File: src/rtl/spi_veri_yolu_koprusu.sv
// Load/store bridge between the core memory stage and the SPI controller
// register port. Decodes the 32-byte SPI window, rejects illegal accesses
// locally, issues one single-cycle pulse per attempt and retries while the
// controller is stalled by its shift engine. One access outstanding at a time.
//
// state      | meaning
// -----------+---------------------------------------------------------------
// BOSTA      | idle, request port ready, latches and checks incoming access
// VER        | issue pulse to SPI with latched fields, attempt counter +1
// BEKLE      | wait one cycle for completion; retry, time out or respond
// HATA_YANIT | illegal access, prepare error response without touching SPI
// YANIT      | response valid, held until the core accepts it
module spi_veri_yolu_koprusu #(
   parameter logic [31:0] TABAN_ADRES   = 32'h2001_0000,
   parameter int          DENEME_SINIRI = 16
) (
   input  logic        clk_i,
   input  logic        rst_i,
   input  logic        istek_gecerli_i,
   output logic        istek_hazir_o,
   input  logic        istek_yaz_i,
   input  logic [31:0] istek_adres_i,
   input  logic [1:0]  istek_boyut_i,
   input  logic [31:0] istek_veri_i,
   output logic        yanit_gecerli_o,
   input  logic        yanit_hazir_i,
   output logic [31:0] yanit_veri_o,
   output logic        yanit_hata_o,
   output logic [4:0]  adres_bit_o,
   output logic        islem_o,
   output logic        islem_gecerli_o,
   output logic [1:0]  read_type_o,
   output logic [1:0]  write_type_o,
   output logic [31:0] veri_o,
   input  logic        islem_bitti_i,
   input  logic [31:0] veri_i
);

   localparam int SW = $clog2(DENEME_SINIRI + 1);

   typedef enum logic [2:0] {
      BOSTA,
      VER,
      BEKLE,
      HATA_YANIT,
      YANIT
   } durum_t;

   durum_t        durum_q, durum_d;
   logic [SW-1:0] sayac_q;
   logic          sayac_arttir, sayac_sifirla;
   logic          yakala;
   logic [4:0]    adres_q;
   logic          yaz_q;
   logic [1:0]    boyut_q;
   logic [31:0]   veri_q;
   logic [31:0]   yanit_veri_q, yanit_veri_d;
   logic          yanit_hata_q, yanit_hata_d;

   logic [31:0]   ofset;
   logic          pencere_ici;
   logic          hizasiz;
   logic          yasak;

   // Access legality, evaluated on the raw request while idle. The window
   // test uses a wrapping subtraction so addresses below the base fall out.
   always_comb begin
      ofset       = istek_adres_i - TABAN_ADRES;
      pencere_ici = (ofset < 32'd32);
      hizasiz     = ((istek_boyut_i == 2'b01) && istek_adres_i[0]) ||
                    ((istek_boyut_i == 2'b10) && (istek_adres_i[1:0] != 2'b00));
      // WDATA (offset 0x0c) is write-only; a load there would never complete.
      yasak       = !pencere_ici || (istek_boyut_i == 2'b11) || hizasiz ||
                    (!istek_yaz_i && (istek_adres_i[4:0] == 5'h0c));
   end

   // State register.
   always_ff @(posedge clk_i or negedge rst_i) begin
      if (!rst_i) durum_q <= BOSTA;
      else        durum_q <= durum_d;
   end

   // Next-state and handshake outputs.
   always_comb begin
      durum_d         = durum_q;
      istek_hazir_o   = 1'b0;
      islem_gecerli_o = 1'b0;
      yanit_gecerli_o = 1'b0;
      yakala          = 1'b0;
      sayac_arttir    = 1'b0;
      sayac_sifirla   = 1'b0;
      yanit_veri_d    = yanit_veri_q;
      yanit_hata_d    = yanit_hata_q;
      case (durum_q)
         BOSTA: begin
            istek_hazir_o = 1'b1;
            if (istek_gecerli_i) begin
               yakala  = 1'b1;
               durum_d = yasak ? HATA_YANIT : VER;
            end
         end
         VER: begin
            islem_gecerli_o = 1'b1;
            sayac_arttir    = 1'b1;
            durum_d         = BEKLE;
         end
         BEKLE: begin
            if (islem_bitti_i) begin
               yanit_veri_d = yaz_q ? 32'h0 : veri_i;
               yanit_hata_d = 1'b0;
               durum_d      = YANIT;
            end else if (sayac_q == SW'(DENEME_SINIRI)) begin
               yanit_veri_d = 32'h0;
               yanit_hata_d = 1'b1;
               durum_d      = YANIT;
            end else begin
               durum_d = VER;
            end
         end
         HATA_YANIT: begin
            yanit_veri_d = 32'h0;
            yanit_hata_d = 1'b1;
            durum_d      = YANIT;
         end
         YANIT: begin
            yanit_gecerli_o = 1'b1;
            if (yanit_hazir_i) begin
               sayac_sifirla = 1'b1;
               yanit_veri_d  = 32'h0;
               yanit_hata_d  = 1'b0;
               durum_d       = BOSTA;
            end
         end
         default: durum_d = BOSTA;
      endcase
   end

   // Attempt counter, cleared once the response has been consumed.
   always_ff @(posedge clk_i or negedge rst_i) begin
      if (!rst_i)             sayac_q <= '0;
      else if (sayac_sifirla) sayac_q <= '0;
      else if (sayac_arttir)  sayac_q <= sayac_q + 1'b1;
   end

   // Request fields captured on acceptance and replayed on every retry.
   always_ff @(posedge clk_i or negedge rst_i) begin
      if (!rst_i) begin
         adres_q <= '0;
         yaz_q   <= 1'b0;
         boyut_q <= '0;
         veri_q  <= '0;
      end else if (yakala) begin
         adres_q <= istek_adres_i[4:0];
         yaz_q   <= istek_yaz_i;
         boyut_q <= istek_boyut_i;
         veri_q  <= istek_yaz_i ? istek_veri_i : 32'h0;
      end
   end

   // Response buffer, stable for the whole time the response is offered.
   always_ff @(posedge clk_i or negedge rst_i) begin
      if (!rst_i) begin
         yanit_veri_q <= '0;
         yanit_hata_q <= 1'b0;
      end else begin
         yanit_veri_q <= yanit_veri_d;
         yanit_hata_q <= yanit_hata_d;
      end
   end

   // SPI-side fields; the size goes only to the port matching the direction.
   always_comb begin
      adres_bit_o  = adres_q;
      islem_o      = yaz_q;
      read_type_o  = yaz_q ? 2'b00 : boyut_q;
      write_type_o = yaz_q ? boyut_q : 2'b00;
      veri_o       = veri_q;
      yanit_veri_o = yanit_veri_q;
      yanit_hata_o = yanit_hata_q;
   end

endmodule

File: config.mk
export PLATFORM = sky130hd
export DESIGN_NAME = spi_veri_yolu_koprusu
export DESIGN_NICKNAME = d
export VERILOG_FILES = /design/src/rtl/spi_veri_yolu_koprusu.sv
export SDC_FILE = /design/constraint.sdc
export NUM_CORES = 1
export LEC_CHECK = 0
export ABC_AREA = 0
export BUFFER_PORTS_ARGS = -buffer_cell sky130_fd_sc_hd__buf_4
export CAP_MARGIN = 30
export CORE_AREA = 2 2 92 94
export CTS_BUF_LIST = sky130_fd_sc_hd__clkbuf_2 sky130_fd_sc_hd__clkbuf_4 sky130_fd_sc_hd__clkbuf_8
export CTS_CLUSTER_SIZE = 20
export DETAILED_ROUTE_END_ITERATION = 10
export DIE_AREA = 0 0 94 96
export PLACE_DENSITY = 0.91
export SYNTH_ARGS = -nofsm -noshare
export SYNTH_HDL_FRONTEND = slang
export SYNTH_SLANG_ARGS = --single-unit
File: constraint.sdc
create_clock -name clk_i -period 2.9 [get_ports clk_i]
set_clock_uncertainty 0.2 [all_clocks]
set_input_delay 0.145 -clock clk_i [delete_from_list [all_inputs] [get_ports clk_i]]
set_output_delay 0.145 -clock clk_i [all_outputs]
set_load 0.03 [all_outputs]
== After elaboration in Yosys (flattened, before gate mapping) ==
Cells that the tools add are included.
Operators by class
  add/subtract/negate cells: 2
  multiply operators: 0
  div/mod/pow operators: 0
  magnitude comparators: 1
  equality and inequality tests: 12
  shifts and indexed selects: 0
  mux-type cells: 27
  bitwise gates (word level): 0
  reductions and logical operators: 15
Operator list (number)
  $mux W32: 5
  $pmux W32 S3: 1
  $lt A32 B6 Y1 const B: 1
  $sub A32 B30 Y32 const B: 1
  $pmux W3 S5: 1
  $mux W3: 4
  $mux W1: 10
  $mux W5: 2
  $eq A3 B2 Y1 const B: 2
  $mux W2: 3
  $add A5 B1 Y5 const B: 1
  $eq A5 B4 Y1 const B: 1
  $eq A5 B5 Y1 const B: 1
  $eq A2 B2 Y1 const B: 2
  $logic_or A1 B1 Y1: 4
  $ne A2 B2 Y1 const B: 2
  $reduce_bool A2 Y1: 2
  $eq A3 B1 Y1 const B: 1
  $eq A3 B3 Y1 const B: 1
  $logic_and A1 B1 Y1: 3
  $logic_not A3 Y1: 1
  $ne A3 B3 Y1 const B: 1
  $pmux W1 S3: 1
  $reduce_and A3 Y1: 1
  4 further kinds: 5
Word-level totals
  flip-flop bits (word level): 81
  latch bits: 0
  RAM bits: 0
  bits in read-only memories: 0
  input bits: 104
  output and inout bits: 78
  logic and storage cells: 65
  memories: 0

== Longest topological paths before layout ==
  word-level depth: 9
  mapped depth: 8
  gate-level depth less buffers: 6

== Least setup slack after synthesis ==
OpenSTA, ideal clock, no wires.
  path kind: register to register
  start: register durum_q[1]
  end: register adres_q[0], in the netlist adres_bit_o[0]
  library setup time: 0.128 ns
  arrival time: 1.791 ns
  required time: 2.572 ns
  slack: 0.781 ns
  stages on the path, launching flop included: 6
  path buffers: 2
  period minus slack after synthesis: 2.119 ns
  cell sequence: dfrtp_1 buf_2 nor3_2 nand2_1 buf_2 mux2_1
On the way
  word-level cells in the longest chain between the ends: 2
RTL lines
  from (decl): line 49  | durum_t durum_q, durum_d;
  from (signal assigned): line 80  | else durum_q <= durum_d;
  $logic_not A3 Y1: line 94  | case (durum_q)
  $mux W1: line 94
  to (signal assigned): line 153  | adres_q <= istek_adres_i[4:0];
  to (decl): line 53  | logic [4:0] adres_q;
Every way passes these cells.
A chain may end at the register's enable or synchronous reset.

== Final worst setup path ==
  start: register durum_q[0]
  end: register durum_q[1]
On the way
  word-level cells in the longest chain between the ends: 3
  elaborated cells on any way between the ends: 9
  classes of those cells: eq/ne (6); mux (1); reduce/logical (2)
RTL lines (line)
  $eq A3 B3 Y1 / $logic_not A3 Y1 (equally long branches): 94
  $ne A2 B2 Y1 (no source line)
  $reduce_and A2 Y1 (no source line)
Several ways; a longest one is shown, not always the timed one.

==> results by group <==
Status
  – Status: complete, no violations

STA
  – Final Critical Period: 2.37 ns
  – Final Hold Fails: 0
  – Relative slew margins: 58.4%
  – Final Slew Violations: 0
  – RSZ-0062 raised after global routing: false
  – Fmax: 421 MHz
  – Worst-Margin Slew: 0.624 ns
  – TNS Setup: 0 ns
  – Final setup margin: 0.526 ns
  – Finish-stage setup viols: 0
  – Tcrit/Tclk final: 81.9%

Place
  – Port Buffer Count: 181
  – Placed cells: 642
  – GP Congestion: 0.777
  – DP HPWL: 7140 um
  – DP Worst Slack: 0.737 ns
  – Area post-placement: 0.00506 mm2

Layout
  – Area Overhead vs Synth: 65.5%
  – Share of layout cells above drive strength 1: 34.4%
  – Post-route cell area: 0.00604 mm2
  – Nets: 732
  – Fin cells: 737

Synthesis
  – Number of synthesized flops with an enable pin: 0
  – Yosys cell types: 43
  – Ys flop type: dfrtp_1
  – Yosys top cell area share: 55.5%
  – Syn Inst Count: 376
  – Synth top cells by count: 81 x dfrtp_1, 68 x nand2_1, 38 x inv_1
  – Dominant cell type by area after synthesis: dfrtp_1
  – Asr flop ratio synth: 100%
  – Synth top area cells: dfrtp_1 56%, nand2_1 7.0%, o31ai_1 6.6%
  – Register bit total from synthesis: 81
  – Most frequent cell after synthesis: dfrtp_1
  – Syn_area_per_cell: 9.71 um2
  – Mapped Area: 0.00365 mm2
  – Seq/Total Area, Yosys: 55.5%
  – Mapped Nets: 482
  – Syn. warnings: 0

CTS
  – CTS root buf: clkbuf_8
  – Post-CTS Repair Setup Buffers: 0
  – Clk pin slew, worst setup/hold paths: 0.09 ns
  – Worst skew pair latency: 0.34 ns
  – CTS Buf Count: 9
  – CTS tree: done
  – Hold-fix buffers at CTS: 77
  – Longest Clk Path Bufs: 2
  – Clock Sinks: 81
  – H-tree levels: 3
  – CTS resizes: 0

Setup path
  – Reg2reg end: durum_q[1]
  – Setup crit start kind: flop
  – CP Data Arrival Time: 2.40 ns
  – Reg2reg start: durum_q[0]
  – FF-to-FF path depth: 5
  – Worst Path Max Fanout: 8
  – Reg-to-reg slack, setup: 0.53 ns
  – Worst EP required: 2.92 ns
  – CP max stage delay: 0.56 ns
  – Worst Setup End Kind: flop
  – Slowest-stage cell, CP: dlygate4sd3_1
  – Crit Path Category: reg -> reg
  – Cells along the critical path: nor3b_2 > or4_4 > nor4_2 > a21oi_1 > dlygate4sd3_1

Routing
  – Routed Antenna Nets: 0
  – DR iter-0 viols: 184
  – Drc violations: 0
  – Max layer used: met4
  – WL/cell: 15.4 um
  – Wirelength, routed: 11400 um
  – Via count: 3702
  – Via density per instance: 5.02
  – Met2 Wirelength: 6360 um
  – M1 WL: 4100 um
  – Pre-antenna DRT Iters: 5
  – Met3 WL: 483 um

Power and ir drop
  – P per Cell Area: 937 mW/mm2
  – LEAKAGE: 0.00304 uW
  – Power, Total: 5660 uW
  – Max IR drop VDD: 0.783 mV

Hold path
  – Worst hold path class: in -> async

Floorplanning
  – IO Pins: 182
  – Initial core utilization: 45.3%
  – Row cnt: 33
  – Die ar.: 0.00902 mm2
  – Die Span Y: 96 um
  – Total core area: 0.00805 mm2
  – Die W: 94 um

Run
  – Max Cap Viol: 0

GRT
  – Grt ovf: 0
  – Vias in the first global route: 3817
  – Initial antenna violation count: 1
  – Tot GR Track Use: 25.8%
  – Largest net degree at the start of global routing: 82
  – First-pass GRT wire length: 18000 um
logic make-up (layout without fill, tap and decap cells):
group / Yosys count / count (layout) / synth area share, %
xor gates and xnor gates: 4 / 4 / 0.960
other: 0 / 1 / 0
buffers and inverters: 63 / 318 / 7.20
adders and majority gates: 2 / 2 / 0.686
muxes: 9 / 9 / 2.78
DFF: 81 / 81 / 55.5
and+or+nand+nor: 141 / 141 / 19.2
AOI/OAI and AO/OA: 76 / 76 / 13.6
worst max path at each step:
stage | startpoint | to | slack, ns | cells after the start
6_report | durum_q[0] | durum_q[1] | 0.53 | 5
5_1_grt | durum_q[0] | durum_q[1] | 0.41 | 5
4_1_cts | durum_q[0] | durum_q[1] | 0.52 | 5
3_5_place_dp | sayac_q[0] | yanit_veri_o[27] | 0.74 | 7
3_3_place_gp | sayac_q[0] | yanit_veri_o[7] | 0.88 | 7
2_1_floorplan | durum_q[1] | adres_bit_o[0] | 0.78 | 5
power by group:
part           internal, uW  switching (uW)  leakage [uW]
logic                  1120            1860       0.00189
clock network           355             409     0.0000894
registers              1590             327       0.00106
cell type report:
type / instances / area [um2]
multi-input cells: 232 / 1360
inverters: 38 / 143
fillers: 533 / 2010
clock buffers: 12 / 153
repair buffers: 264 / 2190
well taps: 105 / 131
flip-flops and latches: 81 / 2030
diodes: 1 / 2.50
clock inverters: 4 / 28.8
per-stage QoR:
stage | util [%] | hold WS [ns]
2_1_floorplan | - | -0.351
3_3_place_gp | 62.8 | 0.163
3_5_place_dp | 62.8 | 0.182
4_1_cts | 74.7 | 0.000879
5_1_grt | 75.0 | 0.0185
6_report | 75.0 | 0.0151
registers in the layout, indices dropped and copies added, names as in the netlist:
signal        cells
adres_bit_o       5
boyut_q           2
durum_q           3
islem_o           1
sayac_q           5
veri_o           32
yanit_hata_o      1
yanit_veri_o     32
layout by cell type, fill, tap and decap left out, drive strengths merged, types with 2 or more instances in the layout:
cell and n:
a21oi 3, dlygate4sd3 77, xor2 3, o31ai 32, nor4 5, o21ai 35, inv 38, nand2 68
clkinvlp 2, buf 187, clkbuf 12, ha 2, nor2 7, or3 2, nor3 3, mux2 9
and2 3, nand3 34, nor2b 3, nand4 3, or4 3, and3 2, dfrtp 81, nor3b 2
clkinv 2
per-layer routing:
layer	vias up	GRT usage, %
li1	1786	-
met4	0	12.2
met3	39	5.01
met1	1750	27.3
met5	-	0
met2	127	49.2
worst max-delay path, delay by kind of cell, from the launching register on:
kind	cells	cell delay, ns
AOI/OAI and AO/OA	1	0.09
buffers and inverters	1	0.56
DFF	1	0.48
and+or+nand+nor	3	0.94
Note: power is estimated with default switching activity, not from simulation.
